===== src/rtl/vec_alu_lane_sequencer.sv =====
// Sequencer that streams vector element pairs one per cycle through an external
// single-element ALU and gathers the element results into a packed response vector.
module vec_alu_lane_sequencer #(
    parameter int unsigned ELEMENT_SIZE = 16,
    parameter int unsigned NUM_ELEMENTS = 8
) (
    input  logic                                 clk,
    input  logic                                 rst_n,
    input  logic                                 req_valid,
    output logic                                 req_ready,
    input  logic [2:0]                           req_op,
    input  logic [NUM_ELEMENTS*ELEMENT_SIZE-1:0] req_vecA,
    input  logic [NUM_ELEMENTS*ELEMENT_SIZE-1:0] req_vecB,
    output logic [ELEMENT_SIZE-1:0]              elementA,
    output logic [ELEMENT_SIZE-1:0]              elementB,
    output logic [2:0]                           sel,
    input  logic [ELEMENT_SIZE-1:0]              alu_result,
    output logic                                 rsp_valid,
    input  logic                                 rsp_ready,
    output logic [NUM_ELEMENTS*ELEMENT_SIZE-1:0] rsp_vec,
    output logic                                 busy
);

    localparam int unsigned IdxW = $clog2(NUM_ELEMENTS);
    localparam int unsigned VecW = NUM_ELEMENTS * ELEMENT_SIZE;
    localparam logic [IdxW-1:0] LastIdx = IdxW'(NUM_ELEMENTS - 1);

    typedef enum logic [1:0] {StIdle, StRun, StDone} state_e;

    state_e                  state_q;
    logic [IdxW-1:0]         idx_q;
    logic [IdxW-1:0]         next_idx;
    logic [VecW-1:0]         vec_a_q;
    logic [VecW-1:0]         vec_b_q;
    logic [VecW-1:0]         rsp_vec_q;
    logic [ELEMENT_SIZE-1:0] element_a_q;
    logic [ELEMENT_SIZE-1:0] element_b_q;
    logic [2:0]              sel_q;
    logic                    req_ready_q;
    logic                    rsp_valid_q;
    logic                    busy_q;

    assign next_idx = idx_q + IdxW'(1);

    // Element outputs are preloaded one edge ahead so the ALU sees vecA/vecB[idx]
    // from a register during the RUN cycle that owns idx.
    always_ff @(posedge clk or negedge rst_n) begin
        if (!rst_n) begin
            state_q     <= StIdle;
            idx_q       <= '0;
            vec_a_q     <= '0;
            vec_b_q     <= '0;
            rsp_vec_q   <= '0;
            element_a_q <= '0;
            element_b_q <= '0;
            sel_q       <= '0;
            req_ready_q <= 1'b0;
            rsp_valid_q <= 1'b0;
            busy_q      <= 1'b0;
        end else begin
            unique case (state_q)
                StIdle: begin
                    if (req_valid && req_ready_q) begin
                        vec_a_q     <= req_vecA;
                        vec_b_q     <= req_vecB;
                        idx_q       <= '0;
                        element_a_q <= req_vecA[ELEMENT_SIZE-1:0];
                        element_b_q <= req_vecB[ELEMENT_SIZE-1:0];
                        sel_q       <= req_op;
                        req_ready_q <= 1'b0;
                        busy_q      <= 1'b1;
                        state_q     <= StRun;
                    end else begin
                        req_ready_q <= 1'b1;
                    end
                end
                StRun: begin
                    rsp_vec_q[idx_q*ELEMENT_SIZE +: ELEMENT_SIZE] <= alu_result;
                    if (idx_q == LastIdx) begin
                        element_a_q <= '0;
                        element_b_q <= '0;
                        sel_q       <= '0;
                        rsp_valid_q <= 1'b1;
                        state_q     <= StDone;
                    end else begin
                        idx_q       <= next_idx;
                        element_a_q <= vec_a_q[next_idx*ELEMENT_SIZE +: ELEMENT_SIZE];
                        element_b_q <= vec_b_q[next_idx*ELEMENT_SIZE +: ELEMENT_SIZE];
                    end
                end
                StDone: begin
                    if (rsp_ready) begin
                        rsp_valid_q <= 1'b0;
                        busy_q      <= 1'b0;
                        req_ready_q <= 1'b1;
                        state_q     <= StIdle;
                    end
                end
                default: state_q <= StIdle;
            endcase
        end
    end

    assign req_ready = req_ready_q;
    assign elementA  = element_a_q;
    assign elementB  = element_b_q;
    assign sel       = sel_q;
    assign rsp_valid = rsp_valid_q;
    assign rsp_vec   = rsp_vec_q;
    assign busy      = busy_q;

endmodule


===== config.mk =====
export PLATFORM = sky130hd
export DESIGN_NAME = vec_alu_lane_sequencer
export DESIGN_NICKNAME = d
export VERILOG_FILES = /design/src/rtl/vec_alu_lane_sequencer.sv
export SDC_FILE = /design/constraint.sdc
export NUM_CORES = 1
export LEC_CHECK = 0
export ABC_CLOCK_PERIOD_IN_PS = 4200
export BUFFER_PORTS_ARGS = -buffer_cell sky130_fd_sc_hd__buf_2
export CAP_MARGIN = 20
export CORE_MARGIN = 2
export CORE_UTILIZATION = 45
export CTS_BUF_LIST = sky130_fd_sc_hd__clkbuf_4 sky130_fd_sc_hd__clkbuf_8
export CTS_CLUSTER_DIAMETER = 120
export DETAILED_ROUTE_END_ITERATION = 10
export PLACE_DENSITY = 0.69
export SETUP_SLACK_MARGIN = 0.3
export SLEW_MARGIN = 40
export SYNTH_ARGS = -nofsm -noshare
export SYNTH_HDL_FRONTEND = slang
export SYNTH_SLANG_ARGS = --single-unit

===== constraint.sdc =====
create_clock -name clk -period 4.2 [get_ports clk]
set_clock_uncertainty 0.15 [all_clocks]
set_input_delay 0.84 -clock clk [delete_from_list [all_inputs] [get_ports clk]]
set_output_delay 0.84 -clock clk [all_outputs]
set_load 0.02 [all_outputs]

-- Yosys cells after proc, flatten, opt, wreduce, memory -nomap -nowiden
Index checks and enable logic that the tools add are counted.
W data, S select, Z words.
- word-level logic and storage cells: 62
- output and inout bits: 166
- bits in registers: 427
- input bits: 279
- equal/unequal tests: 7
- mux-type cells: 25
- $add $sub $neg: 2
- shift-type cells: 4
- reduce and logical (&&, ||, !) cells: 13
- operators by type and width (operator ; number):
    $shiftx A128 B8 Y16 ; 2
    $bwmux W128 ; 1
    $shift A16 B34 Y128 const A ; 1
    $shiftx A16 B34 Y128 ; 1
    $mux W16 ; 4
    $pmux W16 S2 ; 2
    $neg A7 Y34 ; 1
    $reduce_and A3 Y1 ; 5
    $mux W3 ; 4
    $pmux W3 S2 ; 2
    $ne A2 B2 Y1 const B ; 4
    $mux W2 ; 3
    $pmux W1 S2 ; 3
    $pmux W2 S3 ; 1
    $reduce_and A2 Y1 ; 3
    $reduce_bool A2 Y1 ; 3
    $mux W1 ; 5
    $add A3 B1 Y3 const B ; 1
    $eq A3 B3 Y1 const B ; 1
    $eq A2 B1 Y1 const B ; 1
    $eq A2 B2 Y1 const B ; 1
    $logic_not A2 Y1 ; 1
    $logic_and A1 B1 Y1 ; 1

-- Longest topological paths before layout
Gate-level depths: netlist (run 1).
- word-level depth: 4
- mapped depth: 10
- mapped depth without buffers: 6

-- Worst setup path after synthesis (run 1)
No wires, ideal clock.
- path kind: register to register
- from: register idx_q[0]
- to: register rsp_vec_q[70], in the netlist rsp_vec[70]
- required time: 3925 ps
- slack: 1225 ps
- clock period less this slack: 2975 ps
- path buffers: 3
- setup time: 125 ps
- cell stages (with the launch flop): 10
- arrival time: 2700 ps
- cells stage by stage: dfrtp_1 buf_2 clkinv_1 ha_1 ha_1 or4_4 buf_6 nor3b_4 buf_8 mux2_4
- word-level cells in the longest chain between the ends: 3
- elaborated cells between the ends (all ways): 4
- classes of those cells: add/sub: 1; shift: 2; mux: 1
- ends and longest elaborated chain (element ; line ; text):
    start, declared ; 31 ; logic [IdxW-1:0] idx_q;
    start signal, assigned ; 86 ; idx_q <= next_idx;
    $neg A7 Y34 * ; 78 ; rsp_vec_q[idx_q*ELEMENT_SIZE +: ELEMENT_SIZE] <= alu_result;
    $shiftx A16 B34 Y128 / $shift A16 B34 Y128 (equally long branches) ; 78 ;
    $bwmux W128 * ; 78 ;
    end signal, assigned by index ; 78 ;
    end, declared ; 35 ; logic [VecW-1:0] rsp_vec_q;
Every way passes the cells marked *; elsewhere a longest branch is shown, timed or not.
A chain may end at the register's enable or synchronous reset.

-- Worst setup path after layout (run 1)
- from: register idx_q[0]
- to: register element_a_q[13], in the netlist elementA[13]
- word-level cells in the longest chain between the ends: 4
- elaborated cells between the ends (all ways): 5
- classes of those cells: add/sub: 1; eq/ne: 1; shift: 1; mux: 2
- ends and longest elaborated chain (element ; line ; text):
    $add A3 B1 Y3 ; 43 ; assign next_idx = idx_q + IdxW'(1);
    $shiftx A128 B8 Y16 ; 87 ; element_a_q <= vec_a_q[next_idx*ELEMENT_SIZE +: ELEMENT_SIZE];
    $mux W16 * ; 79 ; if (idx_q == LastIdx) begin
    $pmux W16 S2 * ; 61 ; unique case (state_q)
    end signal, assigned ; 67 ; element_a_q <= req_vecA[ELEMENT_SIZE-1:0];
    end signal, assigned ; 87 ;
    end, declared ; 36 ; logic [ELEMENT_SIZE-1:0] element_a_q;
Marked as above.

==> metrics.yaml, run 1 <==
worst_setup_path:
  cpMaxStageDelayCell: "nor2b_4"
  critPathLaunchType: "register"
  cp_num_buf_inv: 2
  reg2reg_setup_slack_ns: 1.11
  crit_type: "reg2reg"
  cp_max_fo: 37
  worstRegToRegCells: 8
  worstSetupEndpointType: "register"
  critical_path.max_stage_delay_ns: 0.67
  path_delay_family: "buffers and inverters"
  cp.arrival_ns: 3.43
  path_cells: "buf_4 -> ha_1 -> ha_1 -> nor2b_4 -> buf_4 -> a22oi_1 -> nand4_1 -> o21ai_0"
  r2r-end: "elementA[13]"
  cp.required_ns: 4.53
  r2r_start: "idx_q[0]"
pwr:
  power_frac_clock: 0.197
  p_int_uw: 11310
  power_density_mw_per_mm2: 836.7
  comb_power_share: 0.434
  switching_power_uw: 7875
  ir_worst_vdd_uv: 382.6
  p_seq_frac: 0.369
  power.leakage_uw: 0.01236
  p_sw_frac: 0.4105
yosys:
  ys_seq_area_frac: 0.5761
  yosys_warnings: 0
  synth_edf_count: 0
  yosysTopAreaCellShare: 0.5761
  synthCells: 1884
  synth_commonest_cells: "nand2_1, dfrtp_1, mux2i_1"
  yosysUniqueCellTypes: 35
  synth_area_mm2: 0.01855
  synth_nets: 2168
  ys_ff_latch: 427
  async_flop_share: 1.000
  synth_most_common_cell: "nand2_1"
  synth_ff_type: "dfrtp_1"
  synth_area_leader_cell: "dfrtp_1"
  syn_area_per_cell_um2: 9.846
  synthTopCellsByArea: "dfrtp_1, nand2_1, mux2_2"
cells_and_area:
  final_nets: 2606
  final-seq-area_mm2: 0.01069
  final_util: 0.5627
  area_delta_synth_final_pct: 23.60
  fillerInstances: 3647
  post_route_cells_drive_above_1_share: 0.3103
  multiInputGateArea_mm2: 0.007431
run_status:
  status: "complete, no violations"
global_routing:
  grt_overflow: 0
  grt_usage: 0.2589
  antenna_found_initial: 12
  grt_max_degree: 161
  grt_pass1_wl_um: 87510
  grt_pass1_vias: 15620
clocking:
  clk_pin_slew_ns: 0.06
  htree_num_levels: 3
  cts_resized: 0
  cts-root-buf: "clkbuf_8"
  clock_latency_ns: 0.63
  cts_sinks: 427
  clockBufferDepth: 3
  cts_tree: "yes"
  cts_buffers: 73
sta:
  slew_viol_final: 0
  fin_crit_sh: 0.7366
  finalSetupViolations: 0
  fmax_ghz: 0.3232
  maxSlewHeadroom: 0.4538
  finalHoldViolations: 0
  tns_ns: 0
  period_needed_ns: 3.094
  fin_hold_ws_ns: 0.2612
  worstMarginPinSlew_ns: 0.8164
  rsz0062_at_grt: "false"
drt:
  vias: 15190
  drcViolationCount: 0
  wl_per_cell_um: 19.13
  wl_um: 55440
  ant_nets: 0
  drtIter0Drc: 1193
  dr.pass1.iters: 5
  via_per_inst: 5.242
floorplanning:
  pin_count: 445
  die_y_um: 207.0
  design.die.area_mm2: 0.04286
  fp.dieW_um: 207.0
  start_util: 0.4553
  core_area_mm2: 0.04074
  num_rows: 74
placed_design:
  gp_congestion: 0.9014
  portBuffers: 444
  hpwl_um: 39050
hold_path:
  min_from: "req_vecA[95]"
  min_delay_worst_endpoint: "vec_a_q[95]"
  hold_path_depth: 3
  hold_path.class: "in2reg"
run:
  cap_violations: 0
==> state kept, by name, indices dropped and copies added (netlist names), 2 cells and up <==
register  count
idx_q         3
elementB     16
elementA     16
vec_b_q     128
sel           3
vec_a_q     128
state_q       2
rsp_vec     128
==> metal layers <==
layer / track usage / part of all wire / vias to the layer above
met4: 0.1128 / 0.034 / 6
met3: 0.05200 / 0.069 / 105
met1: 0.3504 / 0.43 / 7499
met2: 0.4066 / 0.46 / 578
li1: - / - / 7003
met5: 0 / 0.00065 / -
==> worst register-to-register path: cells and delay by family, from the launching register on <==
family          cells  cell delay [ns]
flops               1             0.40
buf+inv             2             0.84
fa+ha+maj           2             0.57
simple gates        2             0.80
compound gates      2             0.20
==> per-stage QoR <==
| step | worst slack [ns] | instance area (µm²) | instances | power, µW |
|---|---|---|---|---|
| 2_1_floorplan | 1.225 | 18550 | 1884 | 12390 |
| 3_3_place_gp | 1.054 | 21330 | 2770 | 15040 |
| 3_5_place_dp | 1.042 | 21450 | 2777 | 15440 |
| 4_1_cts | 1.029 | 22870 | 2889 | 19300 |
| 5_1_grt | 0.9399 | 22920 | 2897 | 20480 |
| 6_report | 1.106 | 22930 | 2898 | 19180 |
==> power by group through the flow <==
stage | clock network, µW | registers, µW | logic [µW]
2_1_floorplan | 0 | 7660 | 4730
6_report | 3780 | 7070 | 8330
5_1_grt | 4060 | 7290 | 9130
3_5_place_dp | 0 | 7110 | 8320
3_3_place_gp | 0 | 7030 | 8010
4_1_cts | 3880 | 7060 | 8360
==> worst max path at each step <==
stage                        end  depth (start not counted)  slack, ns     start
floorplan            rsp_vec[70]                          9       1.23  idx_q[0]
global placement    rsp_vec[108]                          6       1.05  idx_q[0]
detailed placement  elementA[10]                          8       1.04  idx_q[0]
CTS                 elementA[13]                          8       1.03  idx_q[0]
global route        elementA[13]                          8       0.94  idx_q[0]
finish              elementA[13]                          8       1.11  idx_q[0]
==> placed cells by master (no fill, tap or decap), drive strengths merged, types with 2 or more instances in the layout <==
master / Yosys / final
clkbuf: 97 / 102
nor2: 41 / 41
diode: 0 / 7
o21ai: 69 / 69
o31ai: 2 / 2
nor2b: 2 / 2
inv: 5 / 5
clkinvlp: 0 / 3
bufinv: 0 / 3
ha: 5 / 5
nand3b: 3 / 3
mux2: 128 / 128
a22oi: 32 / 32
and2: 31 / 31
buf: 19 / 478
a22o: 3 / 3
nor3b: 5 / 5
nor3: 2 / 2
nand4: 33 / 33
a21oi: 2 / 2
nand2: 843 / 843
mux2i: 128 / 128
nand2b: 2 / 2
clkinv: 1 / 5
dfrtp: 427 / 427
==> kinds of logic after synthesis <==
| logic type | count (synthesis) | share of synthesized area |
|---|---|---|
| AO/OA/AOI/OAI | 108 | 0.03433 |
| buffers and inverters | 122 | 0.02718 |
| AND/OR/NAND/NOR | 966 | 0.2103 |
| flip-flops | 427 | 0.5761 |
| multiplexers | 256 | 0.1488 |
| adder cells (fa/ha/maj) | 5 | 0.003373 |
==> final cells by class <==
type / count / area share
Antenna cell: 7 / 0.0007641
Clock buffer: 102 / 0.05632
Clock inverter: 10 / 0.005785
Inverter: 6 / 0.0009824
Multi-Input combinational cell: 1335 / 0.3241
Sequential cell: 427 / 0.4662
Tap cell: 532 / 0.02903
Timing Repair Buffer: 479 / 0.1167
==> timing repair <==
item	in CTS	in global routing
endpoints found under the hold margin	0	28
hold buffers	0	1
setup buffers	0	0
No activity file was read; power rests on OpenSTA's default activity.
==> run 2: changes to the inputs <==
ABC_CLOCK_PERIOD_IN_PS = 2990   (was 4200)
clock period = 2.99 ns   (was 4.2 ns; I/O delays follow)
==> run 2 against run 1 <==
Critical path depth decreased by 1. Sequential power increased by 40%. Via count increased by 4.1%. Setup slack got worse by 0.73 ns. Global-route usage increased by 0.55 points. Maximum frequency increased by 18%. Clock power increased by 48%. Power increased by 43%. Largest cell class unchanged. Worst hold slack got worse by 0.24 ns. Wire length increased by 3.2%. Cell count increased by 5.4%. Die area unchanged. Highest routed layer is now met4.
==> metrics.yaml, run 2 (synthesis gave the netlist of run 1 again) <==
pwr:
  ir_worst_vdd_uv: 827.7
  comb_power_share: 0.435
  power.leakage_uw: 0.01304
  p_sw_frac: 0.4080
  p_seq_frac: 0.361
  power_density_mw_per_mm2: 1122
  total_power_uw: 27440
  power_frac_clock: 0.203
  switching_power_uw: 11200
  p_int_uw: 16250
drt:
  drtIter0Drc: 1495
  drcViolationCount: 0
  wl_per_cell_um: 18.73
  vias: 15810
  wl_um: 57190
  via_per_inst: 5.178
  dr.pass1.iters: 8
  ant_nets: 0
sta:
  rsz0062_at_grt: "false"
  finalSetupViolations: 0
  fmax_ghz: 0.3829
  finalHoldViolations: 0
  fin_crit_sh: 0.8735
  tns_ns: 0
  period_needed_ns: 2.612
  fin_hold_ws_ns: 0.02483
  worstMarginPinSlew_ns: 0.7567
  maxSlewHeadroom: 0.4955
  slew_viol_final: 0
global_routing:
  grt_pass1_vias: 16020
  grt_usage: 0.2645
  grt_overflow: 0
  grt_max_degree: 104
  grt_pass1_wl_um: 89520
  antenna_found_initial: 3
floorplanning:
  num_rows: 74
  pin_count: 445
  core_area_mm2: 0.04074
  fp.dieW_um: 207.0
  die_y_um: 207.0
  start_util: 0.4553
  design.die.area_mm2: 0.04286
placed_design:
  hpwl_um: 38750
  portBuffers: 444
  gp_congestion: 0.9158
worst_setup_path:
  r2r-end: "rsp_vec[65]"
  worstRegToRegCells: 7
  path_cells: "clkinv_4 -> ha_2 -> ha_4 -> or4_4 -> nor3b_4 -> buf_6 -> mux2_2"
  critical_path.max_stage_delay_ns: 0.56
  cp_num_buf_inv: 2
  reg2reg_setup_slack_ns: 0.38
  cp.arrival_ns: 2.96
  cpMaxStageDelayCell: "or4_4"
  worstSetupEndpointType: "register"
  crit_type: "reg2reg"
  critPathLaunchType: "register"
  path_delay_family: "simple AND/OR/NAND/NOR gates"
  r2r_start: "idx_q[0]"
  cp_max_fo: 16
  critical_path_cell_count: 7
  cp.required_ns: 3.34
clocking:
  cts-root-buf: "clkbuf_8"
  cts_tree: "yes"
  htree_num_levels: 3
  cts_sinks: 427
  postCtsSetupBuffers: 0
  clockBufferDepth: 3
  clk_pin_slew_ns: 0.06
  clock_latency_ns: 0.62
  cts_buffers: 73
cells_and_area:
  post_route_cells_drive_above_1_share: 0.3013
  final_nets: 2750
  layout_commonest_cell: "nand2_1"
  area_delta_synth_final_pct: 31.88
  final_util: 0.6005
  mostFrequentLayoutCells: "nand2_1, buf_2, dfrtp_1, dlygate4sd3_1, mux2i_1"
hold_path:
  min_from: "req_vecB[73]"
  min_delay_worst_endpoint: "vec_b_q[73]"
  hold_path.class: "in2reg"
  hold_path_depth: 3
run_status:
  status: "complete, no violations"
run:
  cap_violations: 0
[run 2: tightest hold or removal path, delay by kind of cell]
family | cells | cell delay [ns]
AND/OR/NAND/NOR | 2 | 0.09
buffers and inverters | 1 | 0.07
[run 2: how the worst max path moves through the flow]
stage | startpoint | endpoint | slack [ns]
floorplan | idx_q[0] | rsp_vec[70] | 0.32
global placement | idx_q[0] | rsp_vec[69] | 0.36
detailed placement | idx_q[0] | rsp_vec[65] | 0.33
CTS | idx_q[0] | rsp_vec[65] | 0.32
global route | idx_q[0] | rsp_vec[65] | 0.31
finish | idx_q[0] | rsp_vec[65] | 0.38
[run 2: stage by stage]
step           std cells  cell area, µm²  worst slack, ns
5_1_grt             3053           24460           0.3068
6_report            3054           24460           0.3782
3_3_place_gp        2788           21530           0.3567
3_5_place_dp        2788           21530           0.3252
4_1_cts             3051           24450           0.3222
2_1_floorplan       1884           18580           0.3248
[run 2: layout make-up]
class	count	area (µm²)
clock inverter	10	93.84
clock buffer	118	1468
sequential	427	10690
fill	3449	16280
inverter	6	27.53
tap	532	665.6
multi-input combinational	1335	7436
timing repair buffer	623	4075
antenna	3	7.507
[run 2: power groups by stage]
| stage | Combinational, µW | Clock [µW] | Sequential (µW) |
|---|---|---|---|
| 2_1_floorplan | 6690 | 0 | 10800 |
| 3_3_place_gp | 11500 | 0 | 9850 |
| 3_5_place_dp | 11800 | 0 | 9960 |
| 4_1_cts | 12000 | 5680 | 9890 |
| 5_1_grt | 13100 | 5970 | 10200 |
| 6_report | 11900 | 5580 | 9920 |
[run 2: what timing repair did]
| action | 4_1_cts | 5_1_grt |
|---|---|---|
| resized for setup | 0 | 2 |
| endpoints found under the setup margin | 0 | 18 |
| hold endpoints to repair | 180 | 0 |
| hold buffers | 135 | 0 |
[run 2: per-layer routing]
metal  GRT usage  up-vias  share of wire
met5           0        -              0
met4      0.1143        0          0.039
met3     0.05685      123          0.068
met2      0.4194      651           0.47
met1      0.3522     7715           0.43
li1            -     7324              -
==> run 3: changes to the inputs <==
HOLD_SLACK_MARGIN = 0.06   (was not set)
==> run 3 against run 2 <==
Via count up 6.4%. Non-clock buffer count up 121. Core utilization up 3.0 points. Worst hold slack better by 0.058 ns. Critical endpoint unchanged. Clock-buffer cell count unchanged. Register-to-register slack about the same. Power up 1.2%. Sequential cell count unchanged. Sequential power about the same. Global-route usage up 2.1 points. Largest cell class unchanged. Maximum frequency about the same. Wire length up 8.0%.
==> metrics.yaml, run 3 (synthesis gave the netlist of run 1 again) <==
run_status:
  status: "complete, no violations"
clocking:
  cts_sinks: 427
  clockBufferDepth: 3
  htree_num_levels: 3
  cts-root-buf: "clkbuf_8"
  clk_pin_slew_ns: 0.06
  postCtsSetupBuffers: 0
  clock_latency_ns: 0.62
  cts_buffers: 73
  cts_tree: "yes"
drt:
  drcViolationCount: 0
  dr.pass1.iters: 6
  wl_met1_um: 25010
  wl_met2_um: 29480
  ant_nets: 0
  vias: 16820
  wl_per_cell_um: 19.42
  highest-signal-layer: "met4"
  via_per_inst: 5.289
  drtIter0Drc: 1646
  wl_um: 61770
  met3WireLength_um: 4591
floorplanning:
  pin_count: 445
  start_util: 0.4553
  design.die.area_mm2: 0.04286
  num_rows: 74
  fp.dieW_um: 207.0
  core_area_mm2: 0.04074
  die_y_um: 207.0
pwr:
  power_density_mw_per_mm2: 1082
  p_seq_frac: 0.358
  comb_power_share: 0.440
  switching_power_uw: 11430
  power_frac_clock: 0.202
  p_int_uw: 16350
  p_sw_frac: 0.4114
  ir_worst_vdd_uv: 829.5
  power.leakage_uw: 0.01354
sta:
  slew_viol_final: 0
  tns_ns: 0
  period_needed_ns: 2.613
  fin_crit_sh: 0.8738
  setup_slack_ns: 0.3774
  maxSlewHeadroom: 0.4857
  finalHoldViolations: 0
  rsz0062_at_grt: "false"
  fmax_ghz: 0.3828
  finalSetupViolations: 0
  worstMarginPinSlew_ns: 0.7715
global_routing:
  antenna_found_initial: 5
  grt_usage: 0.2856
  grt_max_degree: 104
  grt_pass1_vias: 17400
  grt_overflow: 0
  grt_pass1_wl_um: 96840
worst_setup_path:
  reg2reg_setup_slack_ns: 0.38
  cp.arrival_ns: 2.96
  critPathLaunchType: "register"
  worstRegToRegCells: 7
  r2r-end: "rsp_vec[65]"
  cp.required_ns: 3.34
  crit_type: "reg2reg"
  worstSetupEndpointType: "register"
  cp_max_fo: 16
  r2r_start: "idx_q[0]"
cells_and_area:
  area_delta_synth_final_pct: 38.48
  layout_commonest_cell: "nand2_1"
  post_route_cells_drive_above_1_share: 0.2875
  mostFrequentLayoutCells: "nand2_1, buf_2, dfrtp_1, dlygate4sd3_1, mux2i_1"
  final_nets: 2871
placed_design:
  dp_slack_ns: 0.3252
  portBuffers: 444
  hpwl_um: 38750
  gp_congestion: 0.9158
hold_path:
  hold_path.class: "in2reg"
  min_from: "req_vecB[28]"
  min_delay_worst_endpoint: "vec_b_q[28]"
  hold_path_depth: 3
run:
  cap_violations: 0
==> run 3: cell count changes in the layout (fill, tap and decap cells not counted), sizes merged <==
cell | before | now
diode | 3 | 8
dlygate4sd3 | 135 | 256
==> run 3: routing by layer <==
metal	global-route usage	vias to the layer above
met2	0.4621	877
met5	0	-
met4	0.1387	0
met3	0.06125	184
met1	0.3660	8197
li1	-	7561
==> run 3: worst max path at each step <==
stage / start / endpoint / slack (ns) / depth (start not counted)
5_1_grt: idx_q[0] / rsp_vec[65] / 0.31 / 7
3_5_place_dp: idx_q[0] / rsp_vec[65] / 0.33 / 7
3_3_place_gp: idx_q[0] / rsp_vec[69] / 0.36 / 7
2_1_floorplan: idx_q[0] / rsp_vec[70] / 0.32 / 9
4_1_cts: idx_q[0] / rsp_vec[65] / 0.32 / 7
6_report: idx_q[0] / rsp_vec[65] / 0.38 / 7
==> run 3: repair_timing <==
item,4_1_cts,5_1_grt
hold buffers,256,0
gates resized for setup,0,2
endpoints found under the hold margin,301,0
endpoints found under the setup margin,0,18
==> run 3: worst max-delay path: stages, from the launching register on <==
cell	delay [ns]
dfrtp_4	0.47
clkinv_4	0.10
ha_2	0.22
ha_4	0.18
or4_4	0.56
nor3b_4	0.20
buf_6	0.25
mux2_2	0.36
==> run 3: cell type report <==
cell class | instances | area (µm²)
multi-input combinational | 1335 | 7436
clock inverter | 10 | 93.84
tap | 532 | 665.6
inverter | 6 | 27.53
sequential | 427 | 10690
timing repair buffer | 744 | 5286
clock buffer | 118 | 1468
antenna | 8 | 20.02
fill | 3170 | 15050
==> run 3: power groups by stage <==
| stage | combinational, µW | sequential (µW) | clock [µW] |
|---|---|---|---|
| 2_1_floorplan | 6690 | 10800 | 0 |
| 3_3_place_gp | 11500 | 9850 | 0 |
| 3_5_place_dp | 11800 | 9960 | 0 |
| 4_1_cts | 12100 | 9890 | 5680 |
| 5_1_grt | 13300 | 10200 | 5980 |
| 6_report | 12200 | 9950 | 5600 |
==> run 3: stage by stage <==
stage          instances  hold WS (ns)  utilization  power [µW]  area, µm²
3_5_place_dp        2788        0.3113       0.5286       21730      21530
3_3_place_gp        2788        0.3064       0.5284       21330      21530
6_report            3180       0.08298       0.6305       27780      25690
4_1_cts             3172       0.06067       0.6298       27640      25660
2_1_floorplan       1884        0.1524            -       17440      18580
5_1_grt             3176       0.09388       0.6303       29500      25680
